### config.mk
export PLATFORM = sky130hd
export DESIGN_NAME = ccff_bitstream_loader
export DESIGN_NICKNAME = d
export VERILOG_FILES = /design/src/rtl/ccff_bitstream_loader.sv
export SDC_FILE = /design/constraint.sdc
export NUM_CORES = 1
export LEC_CHECK = 0
export ABC_AREA = 1
export CAP_MARGIN = 5
export CORE_UTILIZATION = 30
export CTS_BUF_LIST = sky130_fd_sc_hd__clkbuf_4 sky130_fd_sc_hd__clkbuf_8
export CTS_CLUSTER_DIAMETER = 200
export DETAILED_ROUTE_END_ITERATION = 8
export PLACE_DENSITY = 0.6
export SETUP_SLACK_MARGIN = 0.05
export SLEW_MARGIN = 10
export SYNTH_ARGS = -nofsm -noshare
export SYNTH_HDL_FRONTEND = slang
export SYNTH_SLANG_ARGS = --single-unit
### constraint.sdc
create_clock -name prog_clk -period 1.7 [get_ports prog_clk]
set_clock_uncertainty 0.1 [all_clocks]
set_input_delay 0.255 -clock prog_clk [delete_from_list [all_inputs] [get_ports prog_clk]]
set_output_delay 0.255 -clock prog_clk [all_outputs]
set_load 0.01 [all_outputs]
### src/rtl/ccff_bitstream_loader.sv
// ccff_bitstream_loader
// Accepts bitstream words over a valid/ready handshake and serializes them
// MSB-first onto the configuration chain head. It stops after exactly
// CHAIN_LEN bits and drives a per-cycle shift enable used to gate prog_clk.
// Optional feature macro: CCFF_TAIL_CHECK_EN. When defined, the loader spends
// one extra CHECK cycle comparing ccff_tail against the first bit shifted in.
// The default build (macro undefined) has no CHECK state and ties error to 0.
module ccff_bitstream_loader #(
  parameter int CHAIN_LEN = 64,
  parameter int WORD_W    = 32
) (
  input  logic              prog_clk,
  input  logic              prog_rst_n,
  input  logic              start,
  input  logic [WORD_W-1:0] word_data,
  input  logic              word_valid,
  output logic              word_ready,
  output logic              ccff_head,
  output logic              chain_en,
  input  logic              ccff_tail,
  output logic              busy,
  output logic              done,
  output logic              error
);

  localparam int BIT_W = $clog2(WORD_W + 1);
  localparam int TOT_W = $clog2(CHAIN_LEN + 1);

  localparam logic [BIT_W-1:0] BIT_LAST = BIT_W'(WORD_W - 1);
  localparam logic [BIT_W-1:0] BIT_ONE  = BIT_W'(1);
  localparam logic [TOT_W-1:0] TOT_LAST = TOT_W'(CHAIN_LEN - 1);
  localparam logic [TOT_W-1:0] TOT_ONE  = TOT_W'(1);

`ifdef CCFF_TAIL_CHECK_EN
  typedef enum logic [2:0] {
    ST_IDLE      = 3'd0,
    ST_WAIT_WORD = 3'd1,
    ST_SHIFT     = 3'd2,
    ST_CHECK     = 3'd3,
    ST_DONE      = 3'd4
  } state_t;
`else
  typedef enum logic [2:0] {
    ST_IDLE      = 3'd0,
    ST_WAIT_WORD = 3'd1,
    ST_SHIFT     = 3'd2,
    ST_DONE      = 3'd4
  } state_t;
`endif

  state_t            state_r;
  state_t            state_next_s;
  logic [WORD_W-1:0] shreg_r;
  logic [BIT_W-1:0]  bit_cnt_r;
  logic [TOT_W-1:0]  total_cnt_r;
  logic              ready_next_s;
  logic              en_next_s;
  logic              busy_next_s;
  logic              done_next_s;
  logic              accept_s;

  // word_ready is a flop that is high exactly while in WAIT_WORD
  assign accept_s  = word_valid & word_ready;
  // the head bit comes straight from the shift register flop
  assign ccff_head = shreg_r[WORD_W-1];

  // State register
  always_ff @(posedge prog_clk or negedge prog_rst_n) begin
    if (!prog_rst_n) begin
      state_r <= ST_IDLE;
    end else begin
      state_r <= state_next_s;
    end
  end

  // Next-state logic: total bit count takes priority over the per-word count
  always_comb begin
    state_next_s = state_r;
    case (state_r)
      ST_IDLE: begin
        if (start) state_next_s = ST_WAIT_WORD;
        else       state_next_s = ST_IDLE;
      end
      ST_WAIT_WORD: begin
        if (accept_s) state_next_s = ST_SHIFT;
        else          state_next_s = ST_WAIT_WORD;
      end
      ST_SHIFT: begin
        if (total_cnt_r == TOT_LAST) begin
`ifdef CCFF_TAIL_CHECK_EN
          state_next_s = ST_CHECK;
`else
          state_next_s = ST_DONE;
`endif
        end else if (bit_cnt_r == BIT_LAST) begin
          state_next_s = ST_WAIT_WORD;
        end else begin
          state_next_s = ST_SHIFT;
        end
      end
`ifdef CCFF_TAIL_CHECK_EN
      ST_CHECK: state_next_s = ST_DONE;
`endif
      ST_DONE:  state_next_s = ST_IDLE;
      default:  state_next_s = ST_IDLE;
    endcase
  end

  // Output decode from the next state so the registered outputs line up with the state
  always_comb begin
    ready_next_s = 1'b0;
    en_next_s    = 1'b0;
    busy_next_s  = 1'b0;
    done_next_s  = 1'b0;
    case (state_next_s)
      ST_IDLE: begin
        busy_next_s = 1'b0;
      end
      ST_WAIT_WORD: begin
        ready_next_s = 1'b1;
        busy_next_s  = 1'b1;
      end
      ST_SHIFT: begin
        en_next_s   = 1'b1;
        busy_next_s = 1'b1;
      end
`ifdef CCFF_TAIL_CHECK_EN
      ST_CHECK: begin
        busy_next_s = 1'b1;
      end
`endif
      ST_DONE: begin
        busy_next_s = 1'b1;
        done_next_s = 1'b1;
      end
      default: begin
        busy_next_s = 1'b0;
      end
    endcase
  end

  // Registered handshake and status outputs
  always_ff @(posedge prog_clk or negedge prog_rst_n) begin
    if (!prog_rst_n) begin
      word_ready <= 1'b0;
      chain_en   <= 1'b0;
      busy       <= 1'b0;
      done       <= 1'b0;
    end else begin
      word_ready <= ready_next_s;
      chain_en   <= en_next_s;
      busy       <= busy_next_s;
      done       <= done_next_s;
    end
  end

  // Shift register and bit counters; counters stop at their terminal value
  always_ff @(posedge prog_clk or negedge prog_rst_n) begin
    if (!prog_rst_n) begin
      shreg_r     <= '0;
      bit_cnt_r   <= '0;
      total_cnt_r <= '0;
    end else begin
      case (state_r)
        ST_IDLE: begin
          if (start) begin
            bit_cnt_r   <= '0;
            total_cnt_r <= '0;
          end
        end
        ST_WAIT_WORD: begin
          if (accept_s) begin
            shreg_r   <= word_data;
            bit_cnt_r <= '0;
          end
        end
        ST_SHIFT: begin
          shreg_r     <= {shreg_r[WORD_W-2:0], 1'b0};
          bit_cnt_r   <= bit_cnt_r + BIT_ONE;
          total_cnt_r <= total_cnt_r + TOT_ONE;
        end
        default: begin
          shreg_r <= shreg_r;
        end
      endcase
    end
  end

`ifdef CCFF_TAIL_CHECK_EN
  logic first_bit_r;
  logic error_r;

  // Capture the first bit shifted in; flag a mismatch when it should reach the tail
  always_ff @(posedge prog_clk or negedge prog_rst_n) begin
    if (!prog_rst_n) begin
      first_bit_r <= 1'b0;
      error_r     <= 1'b0;
    end else begin
      if (state_r == ST_IDLE && start) begin
        error_r <= 1'b0;
      end else if (state_r == ST_CHECK && (ccff_tail != first_bit_r)) begin
        error_r <= 1'b1;
      end
      if (state_r == ST_SHIFT && total_cnt_r == '0) begin
        first_bit_r <= shreg_r[WORD_W-1];
      end
    end
  end

  assign error = error_r;
`else
  logic unused_tail_s;

  // No continuity check in this build: the tail input is intentionally ignored
  assign unused_tail_s = ccff_tail;
  assign error         = 1'b0;
`endif

endmodule

==> results.toml <==
[status]
status = "finished clean"

[floorplanning]
rows = 33
die_x_microns = 96.2
io_pins = 43
die_area_sq_mm = 0.00925
start_util_pct = 31.7
core_sq_mm = 0.00838
die_height_microns = 96.2

[layout]
seq_area_sq_mm = 0.00130
nFillCells = 863
finalNetCount = 444
layout-drive-gt1-share_pct = 6.40
antenna_cells = 0
multi_input_area_sq_mm = 0.00118
syn_to_final_growth_pct = 26.2

[yosys]
yosysUniqueCellTypes = 20
yosysWarnings = 0
synthXorXnorAreaFrac_pct = 0.329
yosys.area_share.simple_pct = 40.5
synth_fa_ha_area_share_pct = 0.941
netlist_area_sq_mm = 0.00266
synthesis.nets = 403
synthMuxAreaShare_pct = 0
syn_area_per_cell_sq_um = 7.31
yosysSeqAreaShare_pct = 48.9
synth_top_family_by_area = "simple AND/OR/NAND/NOR gates"
synth_compound_area_share_pct = 2.35
synth_cells = 364
yosys_register_bits = 52

[worst_setup_path]
critPathCaptureType = "output port"
crit_chain = "clkdlybuf4s50_1"
timing.rr.end = "total_cnt_r[6]"
critPathMaxStageDelay_ps = 550
worstSetupStartpoint = "word_ready"
reg2reg_slack_ps = 200
critical_path_depth = 1
cp-start-kind = "flip-flop"
critPathSlowestCell = "clkdlybuf4s50_1"
path_class = "flip-flop to output port"
critPathBufInv = 1
reg2reg_depth = 6
endpoint = "word_ready"
r2r_start = "total_cnt_r[0]"
crit_path_max_fanout = 3
cp_top_family = "buffers and inverters"
arrival_ps = 1230
required_ps = 1340

[place]
dpl.hpwl_microns = 3700
dp_slack_ps = 119
place_congestion = 0.739
io_buffers = 40

[global_routing]
grt-ovfl-total = 0
grt_use_total_pct = 13.0
grt_max_degree = 53
grt_pass1_wl_microns = 9410
grt_antenna_before_repair = 0
first_global_vias = 2126

[pwr]
leakage_nw = 1.76
ir_worst_vdd_mv = 0.487
pwr_density_cell_mw_per_mm2 = 1400

[routing]
vias = 2310
dr.pass1.iters = 4
drtIter0Drc = 119
wl_microns = 5510
vias_per_cell = 4.52
ant_nets = 0
post-route-drc-count = 0
wl_per_cell_microns = 10.8

[cts]
h-tree-depth = 2
cts_root_buffer = "clkbuf_8"
cts_sinks = 52
clkLatencyLatePin_ps = 300
postCtsSetupRepairBufs = 0
clkTransAtPathRegs_ps = 90
cts_tree = "yes"
cts_buffer_depth = 2
cts_buffers = 5
ctsResizeCount = 0

[sta]
setup_viol = 0
fin_setup_tns_ps = 0
worst_slack_ps = 111
min_period_ps = 1590
fin_crit_sh_pct = 93.5
rsz0062_at_grt = "no"
slew_viol_final = 0
max_freq_ghz = 0.629
finalHoldViolCount = 0

[hold_path]
hold_class = "input pin to asynchronous set/reset pin"

[run]
maxCapViolations = 0
==> flip-flops by register name (all words and copies together), names as in the netlist <==
| register | cells |
|---|---|
| word_ready | 1 |
| done | 1 |
| chain_en | 1 |
| state_r | 3 |
| total_cnt_r | 7 |
| shreg_r | 32 |
| bit_cnt_r | 6 |
| busy | 1 |
==> cells in the mapped netlist <==
| master | count | share of area (%) |
|---|---|---|
| a21oi_1 | 4 | 0.75 |
| buf_1 | 2 | 0.28 |
| buf_2 | 5 | 0.94 |
| buf_4 | 7 | 2.0 |
| buf_6 | 4 | 1.7 |
| clkbuf_1 | 1 | 0.14 |
| conb_1 | 1 | 0.14 |
| dfrtp_1 | 52 | 49 |
| ha_1 | 2 | 0.94 |
| inv_1 | 13 | 1.8 |
| nand2_1 | 199 | 28 |
| nand3_1 | 49 | 9.2 |
| nand4_1 | 3 | 0.71 |
| nand4_2 | 1 | 0.47 |
| nor2_1 | 9 | 1.3 |
| nor2_2 | 3 | 0.71 |
| o21ai_0 | 1 | 0.19 |
| o21ai_1 | 6 | 1.1 |
| o21bai_1 | 1 | 0.28 |
| xor2_1 | 1 | 0.33 |
==> logic make-up (layout without fill, tap and decap cells) <==
kind of cell             count (synthesis)  count (layout)
other                                    1               1
AND/OR/NAND/NOR                        264             264
buffers and inverters                   32              74
adder cells (fa/ha/maj)                  2               2
XOR/XNOR                                 1               1
flip-flops                              52              52
AO/OA/AOI/OAI                           12              12
==> per-stage QoR <==
stage / util [%] / hold slack (ps) / cell area, sq um / std cells / power [mW]
after floorplan: - / -141 / 2660 / 364 / 3.08
after global placement: 38.0 / 173 / 3190 / 502 / 3.57
after detailed placement: 38.0 / 176 / 3190 / 502 / 3.61
after CTS: 40.1 / 371 / 3360 / 511 / 4.78
after global routing: 40.1 / 405 / 3360 / 511 / 5.10
final: 40.1 / 370 / 3360 / 511 / 4.70
==> report_power, final <==
group          internal, mW  switching (mW)  leakage [nW]
logic                 0.697           0.930          1.01
clock network         0.736           0.402        0.0784
registers              1.68           0.259         0.667
total                  3.11            1.59          1.76
==> per-layer routing <==
metal	GRT usage, %	share of wire (%)
met2	21.5	46
met4	3.73	1.1
met1	17.0	48
met5	0	0
met3	2.84	4.0
==> cell type report <==
| cell class | count | share of cell area [%] |
|---|---|---|
| flip-flops and latches | 52 | 38.8 |
| multi-input cells | 280 | 35.3 |
| repair buffers | 53 | 15.9 |
| well taps | 105 | 3.91 |
| clock inverters | 3 | 2.68 |
| clock buffers | 5 | 2.05 |
| inverters | 13 | 1.45 |
==> worst min path at each step <==
stage / from / end / slack (ps)
finish: prog_rst_n / bit_cnt_r[1] / 370
global route: prog_rst_n / bit_cnt_r[1] / 410
CTS: prog_rst_n / total_cnt_r[3] / 370
detailed placement: prog_rst_n / bit_cnt_r[2] / 180
global placement: prog_rst_n / bit_cnt_r[2] / 170
floorplan: prog_rst_n / bit_cnt_r[0] / -140
==> repair_timing <==
action	in CTS	in global routing
setup endpoints to repair	0	0
hold buffers	1	0
endpoints found under the hold margin	52	0
==> layout by cell type, fill, tap and decap left out, types with 2 or more instances in the layout <==
master	instances
clkbuf_8	5
inv_1	13
nor2_2	2
o21ai_1	6
a21oi_1	4
bufinv_16	3
nand3_1	49
nor2_1	9
buf_12	3
nand4_1	3
clkdlybuf4s50_1	39
nand2_1	198
buf_4	9
dfrtp_1	52
ha_1	2
Note: power is estimated with default switching activity, not from simulation.
